[config.mk]
export PLATFORM = sky130hd
export DESIGN_NAME = commit_arbiter_flat
export DESIGN_NICKNAME = d
export VERILOG_FILES = /design/src/rtl/commit_arbiter_if.sv /design/src/rtl/commit_arbiter.sv /design/src/flat_wrapper.sv
export SDC_FILE = /design/constraint.sdc
export NUM_CORES = 1
export LEC_CHECK = 0
export ABC_CLOCK_PERIOD_IN_PS = 2350
export BUFFER_PORTS_ARGS = -buffer_cell sky130_fd_sc_hd__buf_2
export CAP_MARGIN = 30
export CORE_AREA = 2 2 52 54
export CTS_BUF_LIST = sky130_fd_sc_hd__clkbuf_8
export CTS_CLUSTER_DIAMETER = 40
export CTS_CLUSTER_SIZE = 10
export DETAILED_ROUTE_END_ITERATION = 10
export DIE_AREA = 0 0 54 56
export GPL_ROUTABILITY_DRIVEN = 0
export GPL_TIMING_DRIVEN = 1
export PLACE_DENSITY = 0.72
export SETUP_SLACK_MARGIN = 0.15
export SYNTH_ARGS = -nofsm -noshare
export SYNTH_HDL_FRONTEND = slang
export SYNTH_SLANG_ARGS = --single-unit
[constraint.sdc]
create_clock -name clock -period 2.35 [get_ports clock]
set_clock_uncertainty 0.15 [all_clocks]
set_input_delay 0.47 -clock clock [delete_from_list [all_inputs] [get_ports clock]]
set_output_delay 0.47 -clock clock [all_outputs]
set_load 0.005 [all_outputs]
[src/rtl/commit_arbiter_if.sv]
// commit_arbiter_if: bundle between commit producers, commit stage and commit_arbiter.
// COMMIT_ORDER_CHECK_EN adds the order_wait status signal.
interface commit_arbiter_if #(
   parameter int NUM_SRC = 3,
   parameter int ISSUE_W = 8
);
   localparam int WIDTH_SRC = $clog2(NUM_SRC);
   logic                              flush;
   logic [NUM_SRC-1:0]                req;
   logic [NUM_SRC-1:0][ISSUE_W-1:0]   issue_no;
   logic [NUM_SRC-1:0]                grant;
   logic                              commit_req;
   logic [ISSUE_W-1:0]                commit_no;
   logic [WIDTH_SRC-1:0]              commit_src;
   logic                              commit_grant;
   logic                              busy;
`ifdef COMMIT_ORDER_CHECK_EN
   logic                              order_wait;
   modport master (
      output flush, req, issue_no, commit_grant,
      input  grant, commit_req, commit_no, commit_src, busy, order_wait
   );
   modport slave (
      input  flush, req, issue_no, commit_grant,
      output grant, commit_req, commit_no, commit_src, busy, order_wait
   );
`else
   modport master (
      output flush, req, issue_no, commit_grant,
      input  grant, commit_req, commit_no, commit_src, busy
   );
   modport slave (
      input  flush, req, issue_no, commit_grant,
      output grant, commit_req, commit_no, commit_src, busy
   );
`endif
endinterface

[src/rtl/commit_arbiter.sv]
// commit_arbiter: round-robin share of the single commit port among NUM_SRC producers via a one-entry output register.
// Optional COMMIT_ORDER_CHECK_EN only lets through the source carrying the next expected commit number.
module commit_arbiter #(
   parameter int NUM_SRC = 3,
   parameter int ISSUE_W = 8
) (
   input logic             clock,
   input logic             reset,
   commit_arbiter_if.slave bus
);
   localparam int WIDTH_SRC = $clog2(NUM_SRC);
   typedef logic [ISSUE_W-1:0] issue_no_t;
   logic [NUM_SRC-1:0]   elig;
   logic                 ld;
   logic                 found;
   int                   cand;
   logic [WIDTH_SRC-1:0] win;
   logic [WIDTH_SRC-1:0] ptr_q, ptr_d;
   logic [WIDTH_SRC-1:0] src_q, src_d;
   logic                 commit_req_q, commit_req_d;
   issue_no_t            commit_no_q, commit_no_d;
`ifdef COMMIT_ORDER_CHECK_EN
   issue_no_t            next_no_q, next_no_d;
   always_comb begin
      elig = '0;
      for (int i = 0; i < NUM_SRC; i++) elig[i] = bus.req[i] & (bus.issue_no[i] == next_no_q);
   end
   assign bus.order_wait = reset & ld & (|bus.req) & ~(|elig);
`else
   assign elig = bus.req;
`endif
   assign ld = ~commit_req_q | bus.commit_grant;
   // Scan downward so the last hit is the closest one at or after ptr_q.
   always_comb begin
      win = '0;
      found = 1'b0;
      cand = 0;
      for (int k = NUM_SRC - 1; k >= 0; k--) begin
         cand = int'(ptr_q) + k;
         if (cand >= NUM_SRC) cand = cand - NUM_SRC;
         if (elig[cand]) begin
            win = WIDTH_SRC'(cand);
            found = 1'b1;
         end
      end
   end
   assign bus.grant      = (reset & ld & ~bus.flush & found) ? (NUM_SRC'(1) << win) : '0;
   assign bus.busy       = commit_req_q | (|bus.req);
   assign bus.commit_req = commit_req_q;
   assign bus.commit_no  = commit_no_q;
   assign bus.commit_src = src_q;
   always_comb begin
      commit_req_d = commit_req_q;
      commit_no_d  = commit_no_q;
      src_d        = src_q;
      ptr_d        = ptr_q;
`ifdef COMMIT_ORDER_CHECK_EN
      next_no_d    = next_no_q;
`endif
      if (bus.flush) begin
         commit_req_d = 1'b0;
         ptr_d        = '0;
`ifdef COMMIT_ORDER_CHECK_EN
         next_no_d    = '0;
`endif
      end else if (|bus.grant) begin
         commit_req_d = 1'b1;
         commit_no_d  = bus.issue_no[win];
         src_d        = win;
         ptr_d        = (win == WIDTH_SRC'(NUM_SRC - 1)) ? '0 : win + 1'b1;
`ifdef COMMIT_ORDER_CHECK_EN
         next_no_d    = next_no_q + 1'b1;
`endif
      end else if (bus.commit_grant) begin
         commit_req_d = 1'b0;
      end
   end
   always_ff @(posedge clock or negedge reset) begin
      if (!reset) begin
         commit_req_q <= 1'b0;
         commit_no_q  <= '0;
         src_q        <= '0;
         ptr_q        <= '0;
`ifdef COMMIT_ORDER_CHECK_EN
         next_no_q    <= '0;
`endif
      end else begin
         commit_req_q <= commit_req_d;
         commit_no_q  <= commit_no_d;
         src_q        <= src_d;
         ptr_q        <= ptr_d;
`ifdef COMMIT_ORDER_CHECK_EN
         next_no_q    <= next_no_d;
`endif
      end
   end
endmodule

[src/flat_wrapper.sv]
// flat-port wrapper written by rule: the top's interface ports become plain ports
module commit_arbiter_flat 
#(
   parameter int NUM_SRC = 3,
   parameter int ISSUE_W = 8
)
  (clock, reset, bus_flush, bus_req, bus_issue_no, bus_commit_grant, bus_grant, bus_commit_req, bus_commit_no, bus_commit_src, bus_busy);
  commit_arbiter_if #(.NUM_SRC(NUM_SRC), .ISSUE_W(ISSUE_W)) bus_i ();
  input logic clock;
  input logic reset;
  input wire logic [$bits(bus_i.flush)-1:0] bus_flush;
  input wire logic [$bits(bus_i.req)-1:0] bus_req;
  input wire logic [$bits(bus_i.issue_no)-1:0] bus_issue_no;
  input wire logic [$bits(bus_i.commit_grant)-1:0] bus_commit_grant;
  output wire logic [$bits(bus_i.grant)-1:0] bus_grant;
  output wire logic [$bits(bus_i.commit_req)-1:0] bus_commit_req;
  output wire logic [$bits(bus_i.commit_no)-1:0] bus_commit_no;
  output wire logic [$bits(bus_i.commit_src)-1:0] bus_commit_src;
  output wire logic [$bits(bus_i.busy)-1:0] bus_busy;
  assign bus_i.flush = bus_flush;
  assign bus_i.req = bus_req;
  assign bus_i.issue_no = bus_issue_no;
  assign bus_i.commit_grant = bus_commit_grant;
  assign bus_grant = bus_i.grant;
  assign bus_commit_req = bus_i.commit_req;
  assign bus_commit_no = bus_i.commit_no;
  assign bus_commit_src = bus_i.commit_src;
  assign bus_busy = bus_i.busy;
  commit_arbiter #(.NUM_SRC(NUM_SRC), .ISSUE_W(ISSUE_W)) u_core (.clock(clock), .reset(reset), .bus(bus_i));
endmodule
Yosys cells after proc, flatten, opt, wreduce, memory -nomap -nowiden

Index checks and enable logic that the tools add are counted.

Output and inout port bits: 15
Logic and storage cells: 58
Bits in registers: 13

Equality and inequality tests: 1
Reduce and logical (&&, ||, !) cells: 5
Order comparisons: 7
Shift operators: 1
$add $sub $neg: 6
Bitwise gates (word level): 7
Muxes and demuxes: 27

Operator list:

| cell                    | count |
|---|---|
| $lt A32 B4 Y1 const B   | 3 |
| $mux W32                | 3 |
| $ge A32 B3 Y1 const B   | 2 |
| $sub A32 B3 Y32 const B | 2 |
| $bmux W8 S2             | 1 |
| $mux W1                 | 12 |
| $mux W2                 | 6 |
| $mux W8                 | 1 |
| $bmux W1 S2             | 3 |
| $reduce_or A3 Y1        | 2 |
| $add A2 B1 Y3 const B   | 1 |
| $add A2 B2 Y3 const B   | 1 |
| $and A1 B1 Y1           | 3 |
| $lt A2 B3 Y1 const B    | 1 |
| $mux W3                 | 1 |
| $reduce_bool A3 Y1      | 1 |
| $shl A1 B2 Y3 const A   | 1 |
| $sub A2 B2 Y3 const B   | 1 |
| $add A2 B1 Y2 const B   | 1 |
| $eq A2 B2 Y1 const B    | 1 |
| $ge A2 B2 Y1 const B    | 1 |
| $not A1 Y1              | 2 |
| $or A1 B1 Y1            | 2 |
| $reduce_and A2 Y1       | 1 |
| $reduce_bool A2 Y1      | 1 |

Longest topological paths before layout

Gate-level depths: netlist of run 1.

Word-level depth: 14
Depth in mapped cells: 11
Depth with buffers taken out: 8

Worst setup path before layout of run 1

Ideal clock, no wire load.

Path kind: register to register
From: register u_core.ptr_q[0]
To: register u_core.commit_no_q[0] (netlist: u_core.bus.commit_no[0])
Data arrival time: 2.230 ns
Cell stages (with the launch flop): 11
Buffers on the path: 2
Setup time: 0.125 ns
Path slack: -0.155 ns
Data required time: 2.075 ns
Cell sequence: dfrtp_1 -> inv_1 -> ha_1 -> a21boi_1 -> o21ai_0 -> o311a_1 -> buf_2 -> and2_4 -> o21ai_2 -> buf_6 -> mux2_4

Word-level cells in the longest chain between the ends: 13

Ends and longest elaborated chain:

| element                                          | RTL line             | text |
|---|---|---|
| start, declared                                  | commit_arbiter.sv:18 | `logic [WIDTH_SRC-1:0] ptr_q, ptr_d;` |
| start signal, assigned                           | commit_arbiter.sv:91 | `ptr_q <= ptr_d;` |
| $add A2 B2 Y3                                    | commit_arbiter.sv:39 | `cand = int'(ptr_q) + k;` |
| $sub A32 B3 Y32 or $ge A32 B3 Y1 (tied branches) | commit_arbiter.sv:40 | `if (cand >= NUM_SRC) cand = cand - NUM_SRC;` |
| $mux W32                                         | commit_arbiter.sv:40 |  |
| $bmux W1 S2                                      | commit_arbiter.sv:41 | `if (elig[cand]) begin` |
| $mux W1 (not written as such) (2 in a row)       | commit_arbiter.sv:41 |  |
| $mux W2 or $mux W1 (tied branches) (3 in a row)  | commit_arbiter.sv:41 |  |
| $shl A1 B2 Y3 or $and A1 B1 Y1 (tied branches)   | commit_arbiter.sv:47 | `assign bus.grant = (reset & ld & ~bus.flush & found) ? (NUM_SRC'(1) << win) : '0;` |
| $mux W3                                          | commit_arbiter.sv:47 |  |
| $reduce_or A3 Y1                                 | commit_arbiter.sv:66 | `end else if (\|bus.grant) begin` |
| $reduce_and A2 Y1 (no line)                      | n/a                  |  |
| end signal, assigned                             | commit_arbiter.sv:89 | `commit_no_q <= commit_no_d;` |
| end, declared                                    | commit_arbiter.sv:21 | `issue_no_t commit_no_q, commit_no_d;` |

Several ways; a longest one is shown, not always the timed one. The select of a mux whose other input is x is not followed.
A chain may end at the register's enable or synchronous reset.

Final worst setup path of run 1

From: register u_core.ptr_q[1]
To: output bus_grant[0]

Word-level cells in the longest chain between the ends: 11

Ends and longest elaborated chain:

| element                                          | RTL line             | text |
|---|---|---|
| $add A2 B2 Y3                                    | commit_arbiter.sv:39 |  |
| $sub A32 B3 Y32 or $ge A32 B3 Y1 (tied branches) | commit_arbiter.sv:40 |  |
| $mux W32                                         | commit_arbiter.sv:40 |  |
| $bmux W1 S2                                      | commit_arbiter.sv:41 |  |
| $mux W1 (not written as such) (2 in a row)       | commit_arbiter.sv:41 |  |
| $mux W2 or $mux W1 (tied branches) (3 in a row)  | commit_arbiter.sv:41 |  |
| $shl A1 B2 Y3 or $and A1 B1 Y1 (tied branches)   | commit_arbiter.sv:47 |  |
| $mux W3 *                                        | commit_arbiter.sv:47 |  |
| end, declared                                    | flat_wrapper.sv:15   | `output wire logic [$bits(bus_i.grant)-1:0] bus_grant;` |

Mark *: on every way between the ends. The rest lies on a longest branch, timed or not. The select of a mux whose other input is x is not followed.

==> results of run 1 <==
==> layer usage <==
layer  global-route usage (%)  vias up  wire (µm)
met5                        0        -          0
met4                    13.21        0         78
met3                    4.301       10        172
met2                    37.11       45       1860
met1                    24.96      509       1322
li1                         -      518          -
==> registers in the layout (all words and copies together), names as in the netlist <==
signal and cells:
u_core.bus.commit_no 8, u_core.bus.commit_src 2, u_core.ptr_q 2, u_core.bus.commit_req 1
==> where the power goes <==
part,internal [W],switching [W],total [W]
Clock,0.000115,0.0000853,0.000201
Sequential,0.000329,0.0000683,0.000398
Combinational,0.000811,0.000598,0.00141
Total,0.00126,0.000752,0.00201
==> stage by stage <==
step / instance area [µm²] / total power, W / hold WS (ns)
final: 1700 / 0.002008 / 0.04032
after detailed placement: 1388 / 0.001406 / 0.2976
after global placement: 1388 / 0.001370 / 0.2961
after global routing: 1700 / 0.002132 / 0.04617
after CTS: 1583 / 0.001792 / 0.04315
after floorplan: 1036 / 0.001073 / 0.02441
==> synthesized netlist by cell type <==
library cell / number
nand3b_1: 1
o21ai_2: 1
o22ai_1: 1
and2b_1: 1
mux2i_1: 10
mux2_4: 6
o21ai_0: 3
a21oi_1: 10
a311oi_1: 1
mux2_2: 3
nor2b_1: 3
o2bb2ai_1: 1
or4_1: 1
nor2_1: 14
buf_6: 4
and4bb_2: 2
a21o_1: 2
o32ai_2: 1
a21boi_0: 1
and2_1: 1
buf_2: 1
a41oi_1: 1
inv_1: 7
a21boi_1: 1
dfrtp_1: 13
clkbuf_1: 1
o311a_1: 1
nand2b_1: 1
ha_1: 3
nand2_1: 4
and3b_1: 1
o221ai_1: 1
and2_4: 1
==> layout make-up <==
class	instances	area (µm²)
Timing Repair Buffer	79	513.0
Clock inverter	1	3.754
Fill cell	180	732.0
Multi-Input combinational cell	77	752.0
Clock buffer	3	41.29
Inverter	7	26.28
Tap cell	30	37.54
Sequential cell	13	326.6
==> repair_timing <==
item	in CTS	in global routing
resized for setup	21	16
setup endpoints to repair	16	16
hold endpoints to repair	0	0
pin swaps	10	9
hold buffers	0	0
buffers inserted	9	6
==> critical path, delay by kind of cell, from the launching register on <==
kind | cells | cell delay, ns
adders and majority gates | 1 | 0.19
buffers and inverters | 3 | 0.30
AOI/OAI and AO/OA | 1 | 0.07
DFF | 1 | 0.42
and+or+nand+nor | 5 | 0.95
==> final timing paths <==
check	start	end	slack, ns	cells after the start
worst min register to register	u_core.bus.commit_src[1]	u_core.bus.commit_src[1]	0.35	1
worst min-delay path	reset	u_core.bus.commit_no[4]	0.04	2
max in group asynchronous	reset	u_core.ptr_q[1]	1.83	2
worst max register to register	u_core.ptr_q[1]	u_core.bus.commit_no[3]	-0.41	12
worst max-delay path	u_core.ptr_q[1]	bus_grant[0]	-0.45	10
min in group clock	bus_flush	u_core.ptr_q[1]	0.31	2
==> logic make-up after synthesis <==
logic type      share of synthesized area (%)
simple gates                            16.36
compound gates                          17.11
mux                                     22.35
buf+inv                                 7.989
flops                                   32.46
fa+ha+maj                               3.746
==> metrics.md, run 1 <==
| Metric | Value |
|---|---|
| Worst slack, placed | -0.2850 ns |
| Post-Syn Nets | 137 |
| Detailed-routing iteration count for the pre-antenna-repair pass | 4 |
| Final core utilization | 69.91% |
| Worst-Skew Late Latency | 0.24 ns |
| Fraction of the yosys area taken by sequential cells | 32.46% |
| Number of flip-flops and latches in the synthesized netlist | 13 |
| Top-Level Pins | 46 |
| Setup Viol. Count Final | 16 |
| CTS tree | done |
| Netlist area before placement | 1002 µm² |
| Max_slew headroom | about four fifths |
| Peak Freq | between 0.3 and 0.4 GHz |
| Setup ws final | -0.4524 ns |
| Startpoint class of the critical path | flop |
| Total inserted antenna cells | 0 |
| Count of pins over their slew limit | 0 |
| Slowest stage cell on the critical path | dfrtp_2 |
| Number of violations reported at the end of detailed-routing iteration 0 | 22 |
| Root Driver | clkbuf_8 |
| Tightest Hold Check Type | primary input to async pin |
| Total placed cells including tap cells | 191 |
| Aggregate routed wire length | 3.434 mm |
| Maxcap violations | 0 |
| Delay of the slowest cell on the worst path | 0.42 ns |
| Area share of the largest cell type after synthesis | between 30% and 40% |
| Clock-pin slew of the registers on the worst-case setup and hold paths | 0.06 ns |
| Status | complete, but fails checks |
| Mean number of vias per cell | roughly 5.2 |
| Most frequent cells in the layout | 44 x buf_2, 27 x buf_4, 13 x nor2_1, 12 x dfrtp_1, 9 x a21oi_1 |
| Die H | ~56 µm |
| Cell row count | 18 |
| Min Clock Period, post-route | between 2 and 3 ns |
| Yosys synthesis warning count | 0 |
| Category of the critical setup timing path | flop to primary output |
| Tightest Pin Transition | between 0.3 and 0.4 ns |
| Violated checks | negative setup slack |
| Area growth from synthesis to layout | 69.66% |
| Number of nets in the layout | 215 |
| H-tree Lvls | 1 |
| Post-detail-place hpwl | between 2 and 2.5 mm |
| Die Outline Area | 3024 µm² |
| Critical path, cell by cell | inv_2 -> ha_4 -> buf_6 -> and2b_2 -> o21ai_2 -> and4bb_2 -> and4bb_4 -> nand2_2 -> nor2_2 -> buf_2 |
| Leakage Power | 0.8593 nW |
| Total power divided by cell area | 1181 nW/µm² |
| CP endpoint kind | primary output |
| RSZ-0062 raised after global routing | true |
| Top fanout value on the critical path | 5 |
| Die width | about 54 µm |
| I/O Buffers | 45 |
| Required arrival time at the worst endpoint | 1.73 ns |
| TritonCTS Buffers | 3 |
| Initial cell density of the core | between 40% and 50% |
| Endpoint arrival time on the critical path | 2.18 ns |
| Total grt overflow | 0 |
| Final standard cell count with taps included and fillers excluded | 210 |
| Final Hold Fails | 0 |
| Vias post-DR | 1,082 |
| Clock sink count | 13 |
| Avg Inst Size Synth | ~9.7 µm² |
| Maximum buffer depth of the clock tree | 2 |
| Pin count of the biggest net entering global routing | 14 |
| First-pass GRT wire length | roughly 5.0 mm |
| Fin Setup TNS | -5.501 ns |
| Global-route total usage across every layer | 22.17% |
| Number of nets with antenna violations after routing | 0 |
| Largest voltage drop on the vdd net | 878.1 µV |
| Vias in the first global route | 1,129 |
| Cell type contributing the most total cell area after synthesis | dfrtp_1 |
| Fraction of final layout cells with drive strength greater than 1 | 66.11% |
| Wire length per cell | roughly 16 µm |
| Number of remaining DRC errors | 0 |
| Core Box Area | 2432 µm² |
| Number of antenna violations at the first check in global routing | 0 |
| Number of library cell types mapped by synthesis | 33 |
| Most frequent standard cell in the layout excluding fill and tap cells | buf_2 |
| Final period utilization | 119.3% |
| Top cells by area, synth | dfrtp_1 32%, mux2i_1 10%, mux2_4 9.0%, nor2_1 5.2%, a21oi_1 5.0% |
| Number of instances in the synthesized netlist | 103 |
No activity file was read; power rests on OpenSTA's default activity.
==> inputs of run 2 (changes only) <==
- PLACE_DENSITY: 0.72 -> 0.74
==> run 2 against run 1 <==
The run still ends with negative setup slack left. Sequential power is essentially flat. First-iteration DRC count shrank 50%. Worst hold slack lost 0.018 ns. Wire length shrank 12%. Via count shrank 0.65%. Global-route usage shrank 0.15 points. Register-to-register slack gained 0.11 ns. Clock-buffer cell count is the same. Critical endpoint is now bus_grant[1]. Largest cell class unchanged.
==> metrics.md, run 2 (synthesis results as in run 1) <==
| Metric | Value |
|---|---|
| Status | complete, but fails checks |
| Violated checks | negative setup slack |
| Number of hold-repair buffers added at the cts stage | 0 (unchanged) |
| CP endpoint | bus_grant[1] |
| Number of nets with antenna violations after routing | 0 (unchanged) |
| Initial cell density of the core | 41.20% (unchanged) |
| Flip-flop count of the largest register after layout | 8 (unchanged) |
| Startpoint class of the critical path | flop |
| Most frequent cells in the layout | 45 x buf_2, 21 x buf_4, 13 x nor2_1, 12 x dfrtp_1, 10 x a21oi_1 |
| Leakage Power | 0.8464 nW (-1.5%) |
| CTS tree | done |
| Slowest stage cell on the critical path | dfrtp_2 |
| Die H | 56 µm (unchanged) |
| Total power divided by cell area | 1174 nW/µm² (-0.56%) |
| Tightest Pin Transition | 0.2830 ns (-0.03193 ns) |
| Count of fill cells added during filler insertion | 185 (+2.8%) |
| Top-Level Pins | 46 (unchanged) |
| Clock-pin slew of the registers on the worst-case setup and hold paths | 0.06 ns (about the same) |
| Mean number of vias per cell | 5.218 (+1.3%) |
| Final core utilization | 68.31% (-1.6 points) |
| End of the worst register-to-register path | u_core.bus.commit_no[1] |
| Category of the critical setup timing path | flop to primary output |
| Sequential cell area | 326.6 µm² (unchanged) |
| Pin count of the biggest net entering global routing | 14 (unchanged) |
| Total grt overflow | 0 (unchanged) |
| Global-route total usage across every layer | 22.03% (-0.15 points) |
| Setup Viol. Count Final | 15 (-1) |
| Wire length per cell | 14.66 µm (-10%) |
| Number of remaining DRC errors | 0 (unchanged) |
| Aggregate routed wire length | 3.020 mm (-12%) |
| Detailed-routing iteration count for the pre-antenna-repair pass | 4 (unchanged) |
| Peak Freq | 0.3664 GHz (+2.7%) |
| Vias post-DR | 1,075 (-0.65%) |
| Largest voltage drop on the vdd net | 850.5 µV (-3.1%) |
| Tightest Hold Check Type | primary input to async pin |
| Clock sink count | 13 (unchanged) |
| TritonCTS Buffers | 3 (unchanged) |
| I/O Buffers | 45 (unchanged) |
| Die Outline Area | 3024 µm² (unchanged) |
| Maxcap violations | 0 (unchanged) |
| Total inserted antenna cells | 0 (unchanged) |
| Root Driver | clkbuf_8 |
| Critical path, cell by cell | inv_2 -> ha_4 -> mux2i_4 -> o22ai_2 -> buf_4 -> o32ai_4 -> and2_4 -> nand2_1 -> inv_1 -> buf_2 |
| Setup ws final | -0.3790 ns (+0.07336 ns) |
| Most frequent standard cell in the layout excluding fill and tap cells | buf_2 |
| Final Hold Fails | 0 (unchanged) |
| Total Power Consumption | 0.001951 W (-2.8%) |
| Family of cells with the greatest summed delay on the critical path | flip-flops |
| Total number of cells along the worst setup path | 10 (unchanged) |
| Number of nets in the layout | 211 (-1.9%) |
| Worst-Skew Late Latency | 0.24 ns (about the same) |
| Number of antenna violations at the first check in global routing | 0 (unchanged) |
| RSZ-0062 raised after global routing | true |
| Required arrival time at the worst endpoint | 1.73 ns (about the same) |
| Delay of the slowest cell on the worst path | 0.44 ns (+0.02 ns) |
| Post-detail-place hpwl | 2.012 mm (-7.2%) |
| First-pass GRT wire length | 4.981 mm (+0.14%) |
| Area growth from synthesis to layout | 65.79% |
| R2r worst-path depth | 11 (-1) |
| Maximum buffer depth of the clock tree | 2 (unchanged) |
| Worst Setup SP | u_core.ptr_q[1] |
| Final period utilization | 116.1% (-3.1 points) |
| Worst slack, placed | -0.2324 ns (+0.05265 ns) |
| CP endpoint kind | primary output |
| Register-to-register path setup slack | -0.30 ns (+0.11 ns) |
| H-tree Lvls | 1 (unchanged) |
| Max_slew headroom | 81.13% (+2.1 points) |
| Buffers and inverters on the worst path | 4 (+1) |
| Count of pins over their slew limit | 0 (unchanged) |
| Cell row count | 18 (unchanged) |
| Top fanout value on the critical path | 7 (+2) |
| Vias in the first global route | 1,110 (-1.7%) |
| Fraction of final layout cells with drive strength greater than 1 | 61.36% (-4.7 points) |
| Core Box Area | 2432 µm² (unchanged) |
| Fin Setup TNS | -3.995 ns (+1.506 ns) |
| Number of violations reported at the end of detailed-routing iteration 0 | 11 (-50%) |
| Endpoint arrival time on the critical path | 2.11 ns (-0.07 ns) |
| Min Clock Period, post-route | 2.729 ns (-0.07336 ns) |
| Die width | 54 µm (unchanged) |
| Area occupied by multi-input gates | 711.9 µm² (-5.3%) |
| Critical R2R Launch | u_core.ptr_q[1] |
run 2: worst reg2reg max path, stage by stage, from the launching register on:
cell	delay (ns)
dfrtp_2	0.44
inv_2	0.09
ha_4	0.19
and2b_1	0.21
buf_6	0.12
a311oi_4	0.25
o32ai_4	0.14
and2_4	0.16
buf_6	0.11
o21ai_4	0.19
clkbuf_16	0.19
mux2_4	0.29
run 2: report_power, final:
| part | leakage [nW] | internal (W) | total [W] | switching, W |
|---|---|---|---|---|
| clock network | 0.0269 | 0.000116 | 0.000204 | 0.0000883 |
| logic | 0.663 | 0.000797 | 0.00135 | 0.000553 |
| registers | 0.157 | 0.000330 | 0.000397 | 0.0000679 |
run 2: how the worst min path moves through the flow:
stage | start | to | slack [ns] | depth (start not counted)
global route | reset | u_core.bus.commit_no[7] | 0.04 | 2
CTS | reset | u_core.ptr_q[0] | 0.03 | 2
global placement | reset | u_core.bus.commit_no[4] | 0.28 | 2
floorplan | reset | u_core.bus.commit_no[0] | 0.02 | 0
detailed placement | reset | u_core.ptr_q[0] | 0.28 | 2
finish | reset | u_core.bus.commit_no[7] | 0.02 | 2
run 2: repair_timing:
item / CTS / global route
resized for setup: 19 / 13
setup endpoints to repair: 16 / 16
gates cloned: 1 / 0
setup buffers: 10 / 1
pin swaps: 7 / 6
hold endpoints to repair: 0 / 0
run 2: metrics by stage:
stage | cells | hold WS [ns] | cell area (µm²)
global placement | 190 | 0.2823 | 1393
detailed placement | 190 | 0.2837 | 1393
global route | 206 | 0.03845 | 1662
finish | 206 | 0.02199 | 1662
floorplan | 103 | 0.02441 | 1036
CTS | 205 | 0.02751 | 1607
run 2: cell type report:
cell class | count | share of cell area [%]
sequential | 13 | 19.65
multi-input combinational | 77 | 42.85
tap | 30 | 2.259
inverter | 7 | 1.581
clock buffer | 3 | 2.485
timing repair buffer | 75 | 30.95
clock inverter | 1 | 0.2259
run 2: layer usage:
layer	global-route usage, %	vias up	wire length (µm)
met1	26.62	521	1277
li1	-	512	-
met2	38.15	34	1550
met3	2.151	8	122
met4	9.286	0	70
met5	0	-	0
